**config.mk**
```make
export PLATFORM = sky130hd
export DESIGN_NAME = div_iterative
export DESIGN_NICKNAME = d
export VERILOG_FILES = /design/src/rtl/div_iterative.sv
export SDC_FILE = /design/constraint.sdc
export NUM_CORES = 1
export LEC_CHECK = 0
export CAP_MARGIN = 20
export CORE_MARGIN = 2
export CORE_UTILIZATION = 42
export CTS_CLUSTER_SIZE = 28
export DETAILED_ROUTE_END_ITERATION = 12
export HOLD_SLACK_MARGIN = 0.08
export PLACE_DENSITY = 0.63
export SYNTH_ARGS = -nofsm -noshare
export SYNTH_HDL_FRONTEND = slang
export SYNTH_SLANG_ARGS = --single-unit
export TNS_END_PERCENT = 5
```
**constraint.sdc**
```tcl
create_clock -name clk -period 4.3 [get_ports clk]
set_input_delay 0.43 -clock clk [delete_from_list [all_inputs] [get_ports clk]]
set_output_delay 0.43 -clock clk [all_outputs]
set_load 0.05 [all_outputs]
```
**src/rtl/div_iterative.sv**
```systemverilog
// div_iterative
//   Radix-2 restoring integer divider for MIPS DIV/DIVU. A request is
//   accepted in IDLE. It then iterates for 32 cycles in BUSY. The signed
//   result is presented in DONE for a single cycle. flush aborts an
//   operation at any point without disturbing the last result.
//
// Ports
//   clk         rising-edge clock
//   resetn      synchronous active-low reset
//   flush       abort any in-flight divide (wins over div_start)
//   div_start   request level, held by the ALU until div_done
//   div_signed  1 = DIV (two's complement), 0 = DIVU
//   dividend    rs operand, sampled when the request is accepted
//   divisor     rt operand, sampled when the request is accepted
//   div_busy    accepted operation not yet complete (includes request cycle)
//   div_done    one-cycle completion pulse
//   whilo_data  {remainder, quotient} = {HI, LO}, holds the last result
module div_iterative #(
    parameter int WIDTH = 32
) (
    input  logic               clk,
    input  logic               resetn,
    input  logic               flush,
    input  logic               div_start,
    input  logic               div_signed,
    input  logic [WIDTH-1:0]   dividend,
    input  logic [WIDTH-1:0]   divisor,
    output logic               div_busy,
    output logic               div_done,
    output logic [2*WIDTH-1:0] whilo_data
);

    typedef enum logic [1:0] {
        S_IDLE = 2'd0,
        S_BUSY = 2'd1,
        S_DONE = 2'd2
    } state_t;

    state_t             state_q, state_d;
    logic [4:0]         cnt_q, cnt_d;
    logic [WIDTH-1:0]   rem_q, rem_d;
    logic [WIDTH-1:0]   quo_q, quo_d;
    logic [WIDTH-1:0]   dvs_q, dvs_d;
    logic               q_neg_q, q_neg_d;
    logic               r_neg_q, r_neg_d;
    logic               dz_q, dz_d;
    logic [2*WIDTH-1:0] whilo_q, whilo_d;

    logic [WIDTH:0]     shifted;
    logic [WIDTH+1:0]   trial;
    logic               fits;
    logic [WIDTH-1:0]   rem_step;
    logic [WIDTH-1:0]   quo_step;
    logic [WIDTH-1:0]   rem_fix;
    logic [WIDTH-1:0]   quo_fix;

    // Two's complement negate when neg is set; wraps mod 2^WIDTH, so the
    // magnitude of 0x8000_0000 stays 0x8000_0000 (correct when unsigned).
    function automatic logic [WIDTH-1:0] cond_neg(input logic [WIDTH-1:0] x,
                                                  input logic neg);
        return neg ? (~x + 1'b1) : x;
    endfunction

    // One restoring step. The shifted partial remainder can reach 33 bits,
    // so the trial subtraction carries an extra guard bit for the sign.
    always_comb begin
        shifted  = {rem_q, quo_q[WIDTH-1]};
        trial    = {1'b0, shifted} - {2'b00, dvs_q};
        fits     = ~trial[WIDTH+1];
        rem_step = fits ? trial[WIDTH-1:0] : shifted[WIDTH-1:0];
        quo_step = {quo_q[WIDTH-2:0], fits};
        // With a zero divisor every trial fits, so the remainder ends up as
        // |dividend|. Re-applying the dividend sign restores the original
        // dividend. Only the quotient needs forcing.
        rem_fix  = cond_neg(rem_step, r_neg_q);
        quo_fix  = dz_q ? '1 : cond_neg(quo_step, q_neg_q);
    end

    always_comb begin
        state_d = state_q;
        cnt_d   = cnt_q;
        rem_d   = rem_q;
        quo_d   = quo_q;
        dvs_d   = dvs_q;
        q_neg_d = q_neg_q;
        r_neg_d = r_neg_q;
        dz_d    = dz_q;
        whilo_d = whilo_q;

        case (state_q)
            S_IDLE: begin
                if (div_start) begin
                    state_d = S_BUSY;
                    cnt_d   = 5'd0;
                    rem_d   = '0;
                    quo_d   = cond_neg(dividend, div_signed & dividend[WIDTH-1]);
                    dvs_d   = cond_neg(divisor, div_signed & divisor[WIDTH-1]);
                    q_neg_d = div_signed & (dividend[WIDTH-1] ^ divisor[WIDTH-1]);
                    r_neg_d = div_signed & dividend[WIDTH-1];
                    dz_d    = (divisor == '0);
                end
            end
            S_BUSY: begin
                rem_d = rem_step;
                quo_d = quo_step;
                cnt_d = cnt_q + 5'd1;
                if (cnt_q == 5'd31) begin
                    state_d = S_DONE;
                    whilo_d = {rem_fix, quo_fix};
                end
            end
            S_DONE: begin
                state_d = S_IDLE;
            end
            default: begin
                state_d = S_IDLE;
            end
        endcase

        // Abort: return to IDLE and keep the previously published result.
        if (flush) begin
            state_d = S_IDLE;
            whilo_d = whilo_q;
        end
    end

    always_ff @(posedge clk) begin
        if (!resetn) begin
            state_q <= S_IDLE;
            cnt_q   <= 5'd0;
            whilo_q <= '0;
        end else begin
            state_q <= state_d;
            cnt_q   <= cnt_d;
            whilo_q <= whilo_d;
        end
    end

    always_ff @(posedge clk) begin
        rem_q   <= rem_d;
        quo_q   <= quo_d;
        dvs_q   <= dvs_d;
        q_neg_q <= q_neg_d;
        r_neg_q <= r_neg_d;
        dz_q    <= dz_d;
    end

    assign div_busy   = (state_q == S_BUSY) |
                        ((state_q == S_IDLE) & div_start & ~flush);
    assign div_done   = (state_q == S_DONE);
    assign whilo_data = whilo_q;

endmodule
```
==> results.md <==
- Status: finished clean
- Main flop type after synthesis: edfxtp_1
- Fin util: 54.0%
- Critical path's top delay family: simple AND/OR/NAND/NOR gates
- R2R cell count: 17
- Largest net degree at the start of global routing: 70
- DRC viols: 0
- Cell taking the most area after synthesis: edfxtp_1
- Post-synth EDFFs: 99
- Wl on met1: 17000 um
- Min Tclk post-route: 4130 ps
- CTS H-tree lvls: 4
- Async SR Flop Fraction: 0%
- Final Hold Fails: 0
- Synth Warn #: 0
- XOR/XNOR Fraction of Synth Area: 9.37%
- Initial DRC Count: 1055
- Hpwl dp: 28200 um
- Largest family of logic cells by synthesized area: compound AO/OA/AOI/OAI gates
- Die area: 0.0294 sq mm
- F_max: 0.242 GHz
- RePlAce Congestion: 0.939
- CTS tree: yes
- Cell Rows: 61
- Root Driver: clkbuf_16
- Commonest non-fill, non-tap cell in the layout: nand2_1
- Wire length on met3: 1790 um
- RR Endpoint: whilo_data[56]$_SDFFE_PN0P_
- Worst Hold Class: flop to flop
- Most frequent cells in the layout: 154 x nand2_1, 134 x clkdlybuf4s50_1, 133 x o21ai_0, 120 x nor2_1, 102 x a21oi_1
- Max Cap Viol: 0
- Post-synthesis sequential area ratio: 37.3%
- Met2 wire len: 17100 um
- Worst EP arrival: 4490 ps
- Max rail drop VDD: 0.237 mV
- Syn avg cell area: 8.39 sq um
- Die Ht: 171 um
- Tot Pwr: 0.00516 W
- Initial antenna violation count: 0
- Crit-path slowest cell: or4_1
- Leak pwr: 5.54 nW
- Top cell type's share of synthesized area: 25.3%
- Max Root-Sink Buffers: 2
- Port bufs: 134
- Slew Limit Fails: 0
- Die width: 171 um
- Clock transition at path regs: 80 ps
- Worst slew pin tran: 938 ps
- Drt wl/cell: 18.8 um
- Final WL: 37100 um
- Top cells by area, synth: edfxtp_1 25%, dfxtp_1 12%, o21ai_0 5.8%
- Simple-gate portion of the synthesized area: 19.7%
- Clk sink count: 170
- Synth Instances: 1404
- Max Used Layer: met4
- ANT cells: 0
- CP Class: flop to flop
- End of the worst hold path: whilo_data[48]$_SDFFE_PN0P_
- Vias: 11100
- Gr ovfl total: 0
- Post-Synth Adder-Cell Area: 4.21%
- Initial Util: 42.5%
- Hold Path Depth: 2
- Cts hold-fix bufs: 0
- Clock skew: 16.6 ps
- Area Overhead vs Synth: 27.0%
- FF-to-FF setup slack: 170 ps
- Initial DRT Pass Iterations: 6
- Reg2reg start: rem_q[22]$_SDFFCE_PN0P_
- CP max FO: 6
- HP Start: whilo_data[48]$_SDFFE_PN0P_
- Worst path required time: 4660 ps
- Gr usage total: 25.1%
- Slew HR: 36.8%
- Critical Path Start Type: flop
- Post-synth cell types: 81
- DRT antenna net count: 0
- Vias in the first global route: 10500
- Core Region: 0.0277 sq mm
- Worst-path cell chain: ha_4 > and3_4 > and2_4 > and4_1 > a21bo_2 > nand2_4 > clkinv_4 > mux2i_4 > ha_2 > nand3b_1 > mux2i_1 > nand2_1 > or3_4 > nor4_4 > a22oi_2 > or4_1 > a31oi_1
- Slowest stage delay, CP: 490 ps
- Compound-gate portion of the synthesized area: 23.0%
- First-pass GRT wire length: 57000 um
- IO Count: 135
- Vias/cell: 5.65
- CTS buffer count: 17
- Synthesized area: 0.0118 sq mm
- Power per cell area: 345 mW/mm^2
- CP endpoint kind: flop
- Worst path bufs/invs: 1
- Tcrit/Tclk final: 96.1%
- Syn_nets: 1512
- Worst skew pair latency: 440 ps
- Yosys reg bits: 170
- Layout cell share with drive strength beyond 1: 12.4%
- Net count reported at finish: 1688
- Final setup fails: 0
- Post-synthesis mux area share: 1.75%
==> Yosys cell counts, types with 10 or more instances <==
library cell	instances
clkbuf_1	44
a21oi_1	109
nand3_1	28
mux2i_1	15
dfxtp_1	71
nor2_1	123
nand2_1	154
ha_1	38
xnor2_1	64
nor3_1	46
nand4_1	19
nand2b_1	11
xor2_1	62
and2_1	17
buf_2	20
a31oi_1	19
edfxtp_1	99
a211oi_1	14
or4_1	11
o21ai_0	136
nor4_1	20
and3_1	15
o211ai_1	12
a21o_1	14
o31ai_1	17
o41ai_1	12
o21ai_1	10
or3_1	13
inv_1	59
==> metrics by stage <==
stage	worst slack, ps	TNS (ps)	area [sq um]	hold slack (ps)	instances
6_report	166	0	15000	451	1971
5_1_grt	-14.0	-14.0	15000	464	1971
4_1_cts	10.4	0	14700	455	1966
3_5_place_dp	50.6	0	14000	445	1934
3_3_place_gp	132	0	14000	442	1934
2_1_floorplan	9.46	0	11900	466	1404
==> logic make-up (layout without fill, tap and decap cells) <==
logic type / Yosys count / count (layout)
muxes: 20 / 20
xor gates and xnor gates: 126 / 126
and+or+nand+nor: 487 / 487
AOI/OAI and AO/OA: 428 / 428
buffers and inverters: 134 / 323
adders and majority gates: 39 / 39
DFF: 170 / 170
==> layout make-up <==
class / count / area (sq um)
Clock buffer: 17 / 425
Clock inverter: 15 / 215
Fill cell: 2610 / 12800
Inverter: 62 / 239
Multi-Input combinational cell: 1100 / 7150
Sequential cell: 170 / 4390
Tap cell: 378 / 473
Timing Repair Buffer: 229 / 2050
==> power by group <==
part / switching, W / leakage, nW / internal, W / total [W]
Sequential: 0.0000832 / 1.57 / 0.00183 / 0.00192
Clock: 0.000794 / 0.308 / 0.000854 / 0.00165
Combinational: 0.000948 / 3.66 / 0.000647 / 0.00160
==> sequential cells by signal, indices dropped and copies added (netlist names) <==
name	cells
q_neg_q	1
dvs_q	32
dz_q	1
cnt_q	5
state_q	2
whilo_data	64
quo_q	32
rem_q	32
r_neg_q	1
==> timing repair <==
action	in CTS	in global routing
resized for setup	0	39
buffers inserted	0	5
endpoints found under the setup margin	0	10
==> tightest hold or removal path, cell delays in order, from the launching register on <==
cell and delay [ps]:
dfxtp_1 310, nand2_1 50, a21oi_1 50
==> metal layers <==
metal	vias to the layer above	GRT usage, %
li1	5484	-
met1	5219	34.3
met2	374	40.7
met3	66	3.20
met4	0	9.47
met5	-	0
==> worst max-delay path by stage <==
| stage | slack (ps) | start | end | cells after the start |
|---|---|---|---|---|
| 2_1_floorplan | 9 | rem_q[11]$_SDFFCE_PN0P_ | whilo_data[56]$_SDFFE_PN0P_ | 20 |
| 3_3_place_gp | 130 | rem_q[22]$_SDFFCE_PN0P_ | whilo_data[56]$_SDFFE_PN0P_ | 17 |
| 3_5_place_dp | 50 | rem_q[14]$_SDFFCE_PN0P_ | whilo_data[56]$_SDFFE_PN0P_ | 17 |
| 4_1_cts | 10 | rem_q[22]$_SDFFCE_PN0P_ | whilo_data[56]$_SDFFE_PN0P_ | 17 |
| 5_1_grt | -10 | rem_q[22]$_SDFFCE_PN0P_ | whilo_data[54]$_SDFFE_PN0P_ | 20 |
| 6_report | 170 | rem_q[22]$_SDFFCE_PN0P_ | whilo_data[56]$_SDFFE_PN0P_ | 17 |
Note: power is estimated with default switching activity, not from simulation.
